## config.mk

```make
export PLATFORM = sky130hd
export DESIGN_NAME = load_store_unit
export DESIGN_NICKNAME = d
export VERILOG_FILES = /design/src/rtl/mips_pkg.sv /design/src/rtl/load_extend.sv /design/src/rtl/load_store_unit.sv
export SDC_FILE = /design/constraint.sdc
export NUM_CORES = 1
export LEC_CHECK = 0
export CAP_MARGIN = 20
export CORE_ASPECT_RATIO = 0.75
export CORE_MARGIN = 2
export CORE_UTILIZATION = 43
export CTS_CLUSTER_SIZE = 24
export DETAILED_ROUTE_END_ITERATION = 6
export PLACE_DENSITY = 0.8
export SETUP_SLACK_MARGIN = 0.5
export SYNTH_ARGS = -nofsm -noshare
export SYNTH_HDL_FRONTEND = slang
export SYNTH_SLANG_ARGS = --single-unit
```

## constraint.sdc

```tcl
create_clock -name clk -period 3.05 [get_ports clk]
set_input_delay 0.915 -clock clk [delete_from_list [all_inputs] [get_ports clk]]
set_output_delay 0.915 -clock clk [all_outputs]
set_load 0.02 [all_outputs]
```

## src/rtl/mips_pkg.sv

```systemverilog
// Shared definitions for the MIPS load/store unit.
// Holds the memory opcode constants, the FSM state type and small helpers
// that classify opcodes and build the store byte lanes and write data.
package mips_pkg;

    localparam logic [5:0] OP_LB  = 6'h20;
    localparam logic [5:0] OP_LH  = 6'h21;
    localparam logic [5:0] OP_LWL = 6'h22;
    localparam logic [5:0] OP_LW  = 6'h23;
    localparam logic [5:0] OP_LBU = 6'h24;
    localparam logic [5:0] OP_LHU = 6'h25;
    localparam logic [5:0] OP_LWR = 6'h26;
    localparam logic [5:0] OP_SB  = 6'h28;
    localparam logic [5:0] OP_SH  = 6'h29;
    localparam logic [5:0] OP_SW  = 6'h2B;

    typedef enum logic [1:0] {
        S_IDLE   = 2'd0,
        S_ACCESS = 2'd1,
        S_DONE   = 2'd2
    } lsu_state_t;

    function automatic logic is_load(input logic [5:0] op);
        return op inside {OP_LB, OP_LH, OP_LWL, OP_LW, OP_LBU, OP_LHU, OP_LWR};
    endfunction

    function automatic logic is_store(input logic [5:0] op);
        return op inside {OP_SB, OP_SH, OP_SW};
    endfunction

    // Word ops need a word boundary, halfword ops an even address;
    // byte ops and the unaligned LWL/LWR pair accept any offset.
    function automatic logic is_aligned(input logic [5:0] op, input logic [1:0] off);
        case (op)
            OP_LW, OP_SW:          return (off == 2'b00);
            OP_LH, OP_LHU, OP_SH:  return !off[0];
            default:               return 1'b1;
        endcase
    endfunction

    // Loads always read the full word; lane selection happens on return.
    function automatic logic [3:0] store_be(input logic [5:0] op, input logic [1:0] off);
        case (op)
            OP_SB:   return 4'b0001 << off;
            OP_SH:   return off[1] ? 4'b1100 : 4'b0011;
            default: return 4'b1111;
        endcase
    endfunction

    // Replicating the source across all lanes lets byteenable alone pick
    // the destination, so no shifting is needed on the write path.
    function automatic logic [31:0] store_data(input logic [5:0] op, input logic [31:0] rt);
        case (op)
            OP_SB:   return {4{rt[7:0]}};
            OP_SH:   return {2{rt[15:0]}};
            OP_SW:   return rt;
            default: return 32'h0000_0000;
        endcase
    endfunction

endpackage

```

## src/rtl/load_extend.sv

```systemverilog
// Combinational load formatter.
// Selects the addressed byte/halfword of the bus word and sign- or
// zero-extends it, or merges memory with the old rt value for LWL/LWR.
//   opcode   : latched load opcode
//   offset   : latched byte offset addr[1:0]
//   mem_data : bus read data (full little-endian word)
//   rt_data  : latched rt value, merge source for LWL/LWR
//   result   : formatted register write value
module load_extend
    import mips_pkg::*;
(
    input  logic [5:0]  opcode,
    input  logic [1:0]  offset,
    input  logic [31:0] mem_data,
    input  logic [31:0] rt_data,
    output logic [31:0] result
);

    logic [7:0]  byte_sel;
    logic [15:0] half_sel;

    always_comb begin
        byte_sel = 8'h00;
        case (offset)
            2'd0: byte_sel = mem_data[7:0];
            2'd1: byte_sel = mem_data[15:8];
            2'd2: byte_sel = mem_data[23:16];
            2'd3: byte_sel = mem_data[31:24];
            default: byte_sel = 8'h00;
        endcase
        half_sel = offset[1] ? mem_data[31:16] : mem_data[15:0];
    end

    // LWL fills the register from the top down, LWR from the bottom up;
    // the bytes not covered by memory keep their old rt contents.
    always_comb begin
        result = mem_data;
        case (opcode)
            OP_LB:  result = {{24{byte_sel[7]}}, byte_sel};
            OP_LBU: result = {24'h000000, byte_sel};
            OP_LH:  result = {{16{half_sel[15]}}, half_sel};
            OP_LHU: result = {16'h0000, half_sel};
            OP_LWL: begin
                case (offset)
                    2'd0: result = {mem_data[7:0],  rt_data[23:0]};
                    2'd1: result = {mem_data[15:0], rt_data[15:0]};
                    2'd2: result = {mem_data[23:0], rt_data[7:0]};
                    default: result = mem_data;
                endcase
            end
            OP_LWR: begin
                case (offset)
                    2'd1: result = {rt_data[31:24], mem_data[31:8]};
                    2'd2: result = {rt_data[31:16], mem_data[31:16]};
                    2'd3: result = {rt_data[31:8],  mem_data[31:24]};
                    default: result = mem_data;
                endcase
            end
            default: result = mem_data;
        endcase
    end

endmodule

```

## src/rtl/load_store_unit.sv

```systemverilog
// MIPS load/store unit: accepts one memory operation at a time from the
// pipeline, runs a single bus cycle and returns formatted load data.
//   clk, reset                : clock, synchronous active-high reset
//   req_valid, opcode, addr   : operation request (sampled in IDLE only)
//   rt_data                   : store source / LWL-LWR merge source
//   stall, done, align_err    : pipeline handshake
//   load_data                 : load result, held until the next load
//   address, read, write,
//   byteenable, writedata     : bus master outputs (held during waitrequest)
//   readdata, waitrequest     : bus slave inputs
module load_store_unit
    import mips_pkg::*;
(
    input  logic        clk,
    input  logic        reset,
    input  logic        req_valid,
    input  logic [5:0]  opcode,
    input  logic [31:0] addr,
    input  logic [31:0] rt_data,
    output logic        stall,
    output logic        done,
    output logic [31:0] load_data,
    output logic        align_err,
    output logic [31:0] address,
    output logic        read,
    output logic        write,
    output logic [3:0]  byteenable,
    output logic [31:0] writedata,
    input  logic [31:0] readdata,
    input  logic        waitrequest
);

    lsu_state_t  state;
    logic [5:0]  op_q;
    logic [1:0]  off_q;
    logic [31:0] rt_q;
    logic        mem_op;
    logic        accept;
    logic        misalign;
    logic [31:0] ext_result;

    always_comb begin
        mem_op   = is_load(opcode) || is_store(opcode);
        accept   = req_valid && mem_op && is_aligned(opcode, addr[1:0]);
        misalign = req_valid && mem_op && !is_aligned(opcode, addr[1:0]);
    end

    // The pipeline must freeze in the very cycle the request is accepted,
    // so stall includes the combinational accept term.
    always_comb begin
        stall = (state == S_ACCESS) || ((state == S_IDLE) && accept);
    end

    load_extend u_load_extend (
        .opcode   (op_q),
        .offset   (off_q),
        .mem_data (readdata),
        .rt_data  (rt_q),
        .result   (ext_result)
    );

    // Bus outputs are loaded once on accept and left untouched while the
    // slave holds waitrequest, which gives the required stability for free.
    always_ff @(posedge clk) begin
        if (reset) begin
            state      <= S_IDLE;
            op_q       <= 6'd0;
            off_q      <= 2'd0;
            rt_q       <= 32'd0;
            done       <= 1'b0;
            align_err  <= 1'b0;
            load_data  <= 32'd0;
            address    <= 32'd0;
            read       <= 1'b0;
            write      <= 1'b0;
            byteenable <= 4'd0;
            writedata  <= 32'd0;
        end else begin
            done      <= 1'b0;
            align_err <= 1'b0;
            case (state)
                S_IDLE: begin
                    if (accept) begin
                        op_q       <= opcode;
                        off_q      <= addr[1:0];
                        rt_q       <= rt_data;
                        address    <= {addr[31:2], 2'b00};
                        read       <= is_load(opcode);
                        write      <= is_store(opcode);
                        byteenable <= store_be(opcode, addr[1:0]);
                        writedata  <= store_data(opcode, rt_data);
                        state      <= S_ACCESS;
                    end else if (misalign) begin
                        align_err <= 1'b1;
                    end
                end
                S_ACCESS: begin
                    if (!waitrequest) begin
                        read  <= 1'b0;
                        write <= 1'b0;
                        if (is_load(op_q)) begin
                            load_data <= ext_result;
                        end
                        done  <= 1'b1;
                        state <= S_DONE;
                    end
                end
                S_DONE: begin
                    state <= S_IDLE;
                end
                default: begin
                    state <= S_IDLE;
                end
            endcase
        end
    end

endmodule

```

==> impl_metrics.toml, run 1 <==
[sta]
fin_crit_ns = 2.79
skew_ns = 0.00556
tns_ns = 0
slew_viol_final = 0
finalWorstSetupSlack_ns = 0.264
grt_setup_unrepaired = "true"
hold_slack_ns = 0.454
finalHoldViolCount = 0
tightestPinTransition_ns = 0.828
timing.fmax_mhz = 359
min_period_over_period_pct = 91.3
setup_viol = 0
relSlewSlack_pct = 44.3

[synth]
yosys-top-cells-area = "dfxtp_1 40%, nand2_1 9.5%, a21oi_1 6.5%"
yosysWarningCount = 0
async_flop_share_pct = 0
yosysTopAreaCell = "dfxtp_1"
synth_cell_types = 69
ys_ff_latch = 144
synthFlopType = "dfxtp_1"
netlist.area_leader.share_pct = 39.6
synth-edff-count = 0
syn_inst = 903
synthesis.area_um2 = 7270
syn_avg_cell_area_um2 = 8.05
synth_commonest_cells = "184 x nand2_1, 144 x dfxtp_1, 94 x a21oi_1"
ys_seq_area_share_pct = 39.6
yosysMostFrequentCell = "nand2_1"

[cts]
cts_tree = "yes"
root_buffer = "clkbuf_16"
cts_buffers = 17
clockBufferDepth = 2
cts_max_level = 4
clk_latency_ns = 0.43
clkTransAtPathRegs_ns = 0.06
clkSinkCount = 144

[drt]
routedWlPerCell_um = 21.1
vias = 8345
drt_iter0_drc = 721
first_pass_iters = 5
drc_errors = 0
routed_wl_mm = 29.2
postRouteAntennaNets = 0
routed_via_density = 6.03

[layout]
drive_above_1_share_pct = 28.9
ff_latch_area_um2 = 2890
nFillCells = 1107
area_growth_pct = 65.9
diodes = 0
layout.cells.non_filler = 1385
nNetsFinal = 1263
multi_input_area_um2 = 4770

[critical_path]
cp_cell_sequence = "buf_6 -> nor4bb_4 -> o211ai_1 -> buf_4 -> buf_6 -> buf_6 -> buf_6 -> buf_6 -> buf_6 -> buf_6 -> o21ba_4 -> buf_12 -> buf_8 -> buf_12 -> buf_16 -> nand2_4 -> a21oi_2"
critPathSlowestCell = "nor4bb_4"
cpPeakStageDelay_ns = 0.25
rr_worst_depth = 16
endpoint_kind = "flip-flop"
worstPathRequired_ns = 3.41
startpoint_type = "primary input"
cp.arrival_ns = 3.14
path_max_fanout = 5
r2r_slack_ns = 0.41
cp_common_cell = "buf_6"
critPathKind = "primary input to flip-flop"

[global_routing]
grt_pass1_wl_mm = 43.0
grt_antenna_before_repair = 0
grt_overflow_total = 0
grt_max_degree = 103
grt_pass1_vias = 8114
grt_use_total_pct = 30.9

[placement]
hpwl_mm = 17.8
port_buffers = 208
dp.cells = 1306
globalplace.congestion = 0.946
pre_cts_ws_ns = -0.575

[pwr]
p_per_area_nw_per_um2 = 415
finalPower_w = 0.00500
leakage_nw = 4.44
vdd_drop_max_mv = 0.367

[floorplan]
dieHeight_um = 117
boundaryPins = 211
design.core.area_um2 = 16700
initial_core_util_pct = 43.6
die_w_um = 154
rows = 41
dieArea_um2 = 18000

[min_path]
worstHoldPathType = "flip-flop to flip-flop"
hold-path-cell-count = 2

[flow_run]
maxCapViolCount = 0

[run_status]
outcome = "complete, no violations"
-- logic make-up after synthesis --
| family | after synthesis | synth area share [%] |
|---|---|---|
| other cells | 1 | 0.0516 |
| compound gates | 250 | 23.1 |
| simple gates | 352 | 21.2 |
| flops | 144 | 39.6 |
| buf+inv | 92 | 5.78 |
| mux | 64 | 10.2 |
-- placed cells by master, fill, tap and decap left out, types with 38 or more instances in the layout --
| cell | count |
|---|---|
| nor2_1 | 48 |
| dfxtp_1 | 142 |
| mux2i_1 | 45 |
| a21oi_1 | 48 |
| buf_4 | 60 |
| nand2_1 | 140 |
| nand2_4 | 38 |
| clkdlybuf4s50_1 | 197 |
| a21oi_2 | 48 |
-- sequential cells by signal (all words and copies together) (netlist names) --
register,cells
load_data,32
rt_q,32
writedata,32
address,30
op_q,6
byteenable,4
off_q,2
state,2
align_err,1
done,1
read,1
write,1
-- routing by layer --
| layer | GRT usage, % | share of wire [%] | vias to the layer above |
|---|---|---|---|
| met5 | 0 | 0 | - |
| met2 | 52.4 | 47 | 450 |
| met4 | 14.8 | 4.0 | 0 |
| met3 | 9.94 | 9.7 | 107 |
| met1 | 36.0 | 39 | 4025 |
| li1 | - | - | 3763 |
-- where the power goes --
group,internal (W),switching (W)
registers,0.00192,0.0000366
logic,0.000384,0.000393
clock network,0.00139,0.000874
total,0.00370,0.00130
-- worst paths after layout --
kind | startpoint | end
worst max register to register | state[1] | rt_q[16]
worst min register to register | address[9] | address[9]
worst max-delay path | opcode[4] | rt_q[16]
worst min-delay path | address[9] | address[9]
-- layout make-up --
| type | instances | share of cell area, % |
|---|---|---|
| well taps | 215 | 2.23 |
| clock buffers | 19 | 3.67 |
| inverters | 8 | 0.249 |
| flip-flops and latches | 144 | 23.9 |
| repair buffers | 317 | 28.8 |
| multi-input cells | 669 | 39.5 |
| clock inverters | 13 | 1.55 |
-- worst max-delay path: cells and delay by family --
kind | cells | cell delay, ns
simple gates | 2 | 0.30
compound gates | 3 | 0.53
buf+inv | 12 | 1.37
-- per-stage QoR --
stage / cell area, um^2 / util (%)
2_1_floorplan: 7330 / -
3_3_place_gp: 9870 / 59.2
3_5_place_dp: 9870 / 59.2
4_1_cts: 11400 / 68.6
5_1_grt: 12100 / 72.3
6_report: 12100 / 72.3
-- what timing repair did --
action	in CTS	in global routing
buffers inserted	24	6
pin swaps	42	67
cloned	16	1
setup endpoints to repair	113	133
gates resized for setup	121	150
hold buffers	0	0
(Power assumes the default switching activity.)
==> inputs of run 2 (changes only) <==
--- a/config.mk
+++ b/config.mk
@@ -13,6 +13,7 @@
 export DETAILED_ROUTE_END_ITERATION = 6
 export PLACE_DENSITY = 0.8
 export SETUP_SLACK_MARGIN = 0.5
+export SLEW_MARGIN = 40
 export SYNTH_ARGS = -nofsm -noshare
 export SYNTH_HDL_FRONTEND = slang
 export SYNTH_SLANG_ARGS = --single-unit
==> impl_metrics.toml, run 2 (synthesis results as in run 1) <==
[run_status]
outcome = "complete, no violations"

[critical_path]
worstSetupStartpoint = "opcode[4]"
critPathKind = "primary input to output port"
r2r_end = "rt_q[8]"
r2r_slack_ns = 0.46
critPathSlowestCell = "nor4bb_4"
crit_end = "stall"
worstPathRequired_ns = 2.13
path_max_fanout = 2
crit_cells = 6
rr_worst_depth = 16
critical-path-top-delay-family = "compound AO/OA/AOI/OAI gates"
critPathBufInv = 2
cpPeakStageDelay_ns = 0.26
endpoint_kind = "output port"
cp_cell_sequence = "buf_6 -> nor4bb_4 -> o211ai_1 -> o21bai_4 -> o21ai_4 -> buf_6"
r2r_start = "state[1]"
startpoint_type = "primary input"
cp_common_cell = "buf_6"
cp.arrival_ns = 1.83

[pwr]
combPwrFrac_pct = 15.9
power.share.switching_pct = 26.8
p_per_area_nw_per_um2 = 408
leakage_nw = 4.51
power_switching_w = 0.00133
pwr-share-clk_pct = 44.6
vdd_drop_max_mv = 0.382
power.share.sequential_pct = 39.5
internal_power_w = 0.00363

[sta]
timing.fmax_mhz = 364
finalHoldViolCount = 0
min_period_over_period_pct = 90.1
slew_viol_final = 0
fin_crit_ns = 2.75
tightestPinTransition_ns = 0.779
finalWorstSetupSlack_ns = 0.302
grt_setup_unrepaired = "true"
hold_slack_ns = 0.452
setup_viol = 0
relSlewSlack_pct = 48.1
skew_ns = 0.00773

[floorplan]
initial_core_util_pct = 43.6
dieArea_um2 = 18000
design.core.area_um2 = 16700
dieHeight_um = 117
rows = 41
boundaryPins = 211
die_w_um = 154

[drt]
drt_iter0_drc = 799
routedWlPerCell_um = 21.7
routed_wl_mm = 29.9
routed_via_density = 6.07
drc_errors = 0
postRouteAntennaNets = 0
first_pass_iters = 5
vias = 8355

[cts]
root_buffer = "clkbuf_16"
cts_buffers = 17
clk_latency_ns = 0.43
cts_max_level = 4
clkSinkCount = 144
cts_tree = "yes"
clkTransAtPathRegs_ns = 0.06
clockBufferDepth = 2

[global_routing]
grt_use_total_pct = 30.0
grt_pass1_vias = 7908
grt_pass1_wl_mm = 42.1
grt_max_degree = 103
grt_overflow_total = 0
grt_antenna_before_repair = 0

[layout]
area_growth_pct = 67.1
nNetsFinal = 1255
layout.cells.non_filler = 1377
final_common_cell = "clkdlybuf4s50_1"
layout_common_cells = "197 x clkdlybuf4s50_1, 142 x dfxtp_1, 121 x nand2_1"
drive_above_1_share_pct = 31.7
diodes = 0
fin_area_um2 = 12200
largestRegisters = "load_data x32, rt_q x32, writedata x32"

[placement]
dpl-instance-area_um2 = 9870
hpwl_mm = 17.9
pre_cts_ws_ns = -0.579
globalplace.congestion = 0.946
port_buffers = 208
dp.cells = 1306

[flow_run]
maxCapViolCount = 0

[min_path]
worstHoldPathType = "flip-flop to flip-flop"
-- run 2: cell count changes in the layout (fill, tap and decap cells not counted), sizes merged --
cell           delta
clkinv            +1
clkdlybuf4s15     +1
clkbuf            +3
bufinv            -1
buf              -12
-- run 2: worst min-delay path, cell delays in order (launching register included) --
cell	delay, ns
dfxtp_1	0.31
nand2_1	0.05
o21ai_1	0.05
-- run 2: through the flow --
step           total power (W)  utilization, %  setup TNS (ns)
2_1_floorplan          0.00226               -               0
3_3_place_gp           0.00259            59.2          -10.41
3_5_place_dp           0.00259            59.2          -0.869
4_1_cts                0.00485            67.8               0
5_1_grt                0.00509            72.9               0
6_report               0.00496            72.9               0
-- run 2: layout make-up --
cell class | count | area, um^2
clock inverter | 13 | 161
sequential | 144 | 2890
fill | 1081 | 4520
tap | 215 | 269
timing repair buffer | 309 | 3360
multi-input combinational | 669 | 4990
clock buffer | 19 | 453
inverter | 8 | 30.0
-- run 2: worst min-delay path by stage --
stage	cells after the start	from	slack, ns	endpoint
after floorplan	2	rt_q[7]	0.43	load_data[7]
after global placement	2	address[3]	0.44	address[3]
after detailed placement	2	byteenable[3]	0.44	byteenable[3]
after CTS	2	address[4]	0.45	address[4]
after global routing	2	address[20]	0.48	address[20]
final	2	writedata[2]	0.45	writedata[2]
-- run 2: routing by layer --
| layer | part of all wire, % | routed length, um | track usage, % | vias up |
|---|---|---|---|---|
| met2 | 47 | 14100 | 49.4 | 539 |
| li1 | - | - | - | 3731 |
| met4 | 3.8 | 1140 | 11.7 | 0 |
| met3 | 11 | 3390 | 12.0 | 109 |
| met1 | 38 | 11300 | 35.5 | 3976 |
| met5 | 0 | 0 | 0 | - |
-- run 2: power by group through the flow --
stage          Combinational (W)  Clock, W  Sequential (W)
5_1_grt                 0.000824   0.00230         0.00196
2_1_floorplan           0.000246         0         0.00201
3_5_place_dp            0.000599         0         0.00199
4_1_cts                 0.000686   0.00221         0.00195
3_3_place_gp            0.000594         0         0.00199
6_report                0.000788   0.00222         0.00196
-- run 2: what timing repair did --
| item | CTS | global route |
|---|---|---|
| cloned | 12 | 5 |
| gates resized for setup | 121 | 199 |
| buffers inserted | 21 | 1 |
| pin swaps | 45 | 98 |
| hold buffers | 0 | 0 |
| endpoints found under the setup margin | 109 | 134 |
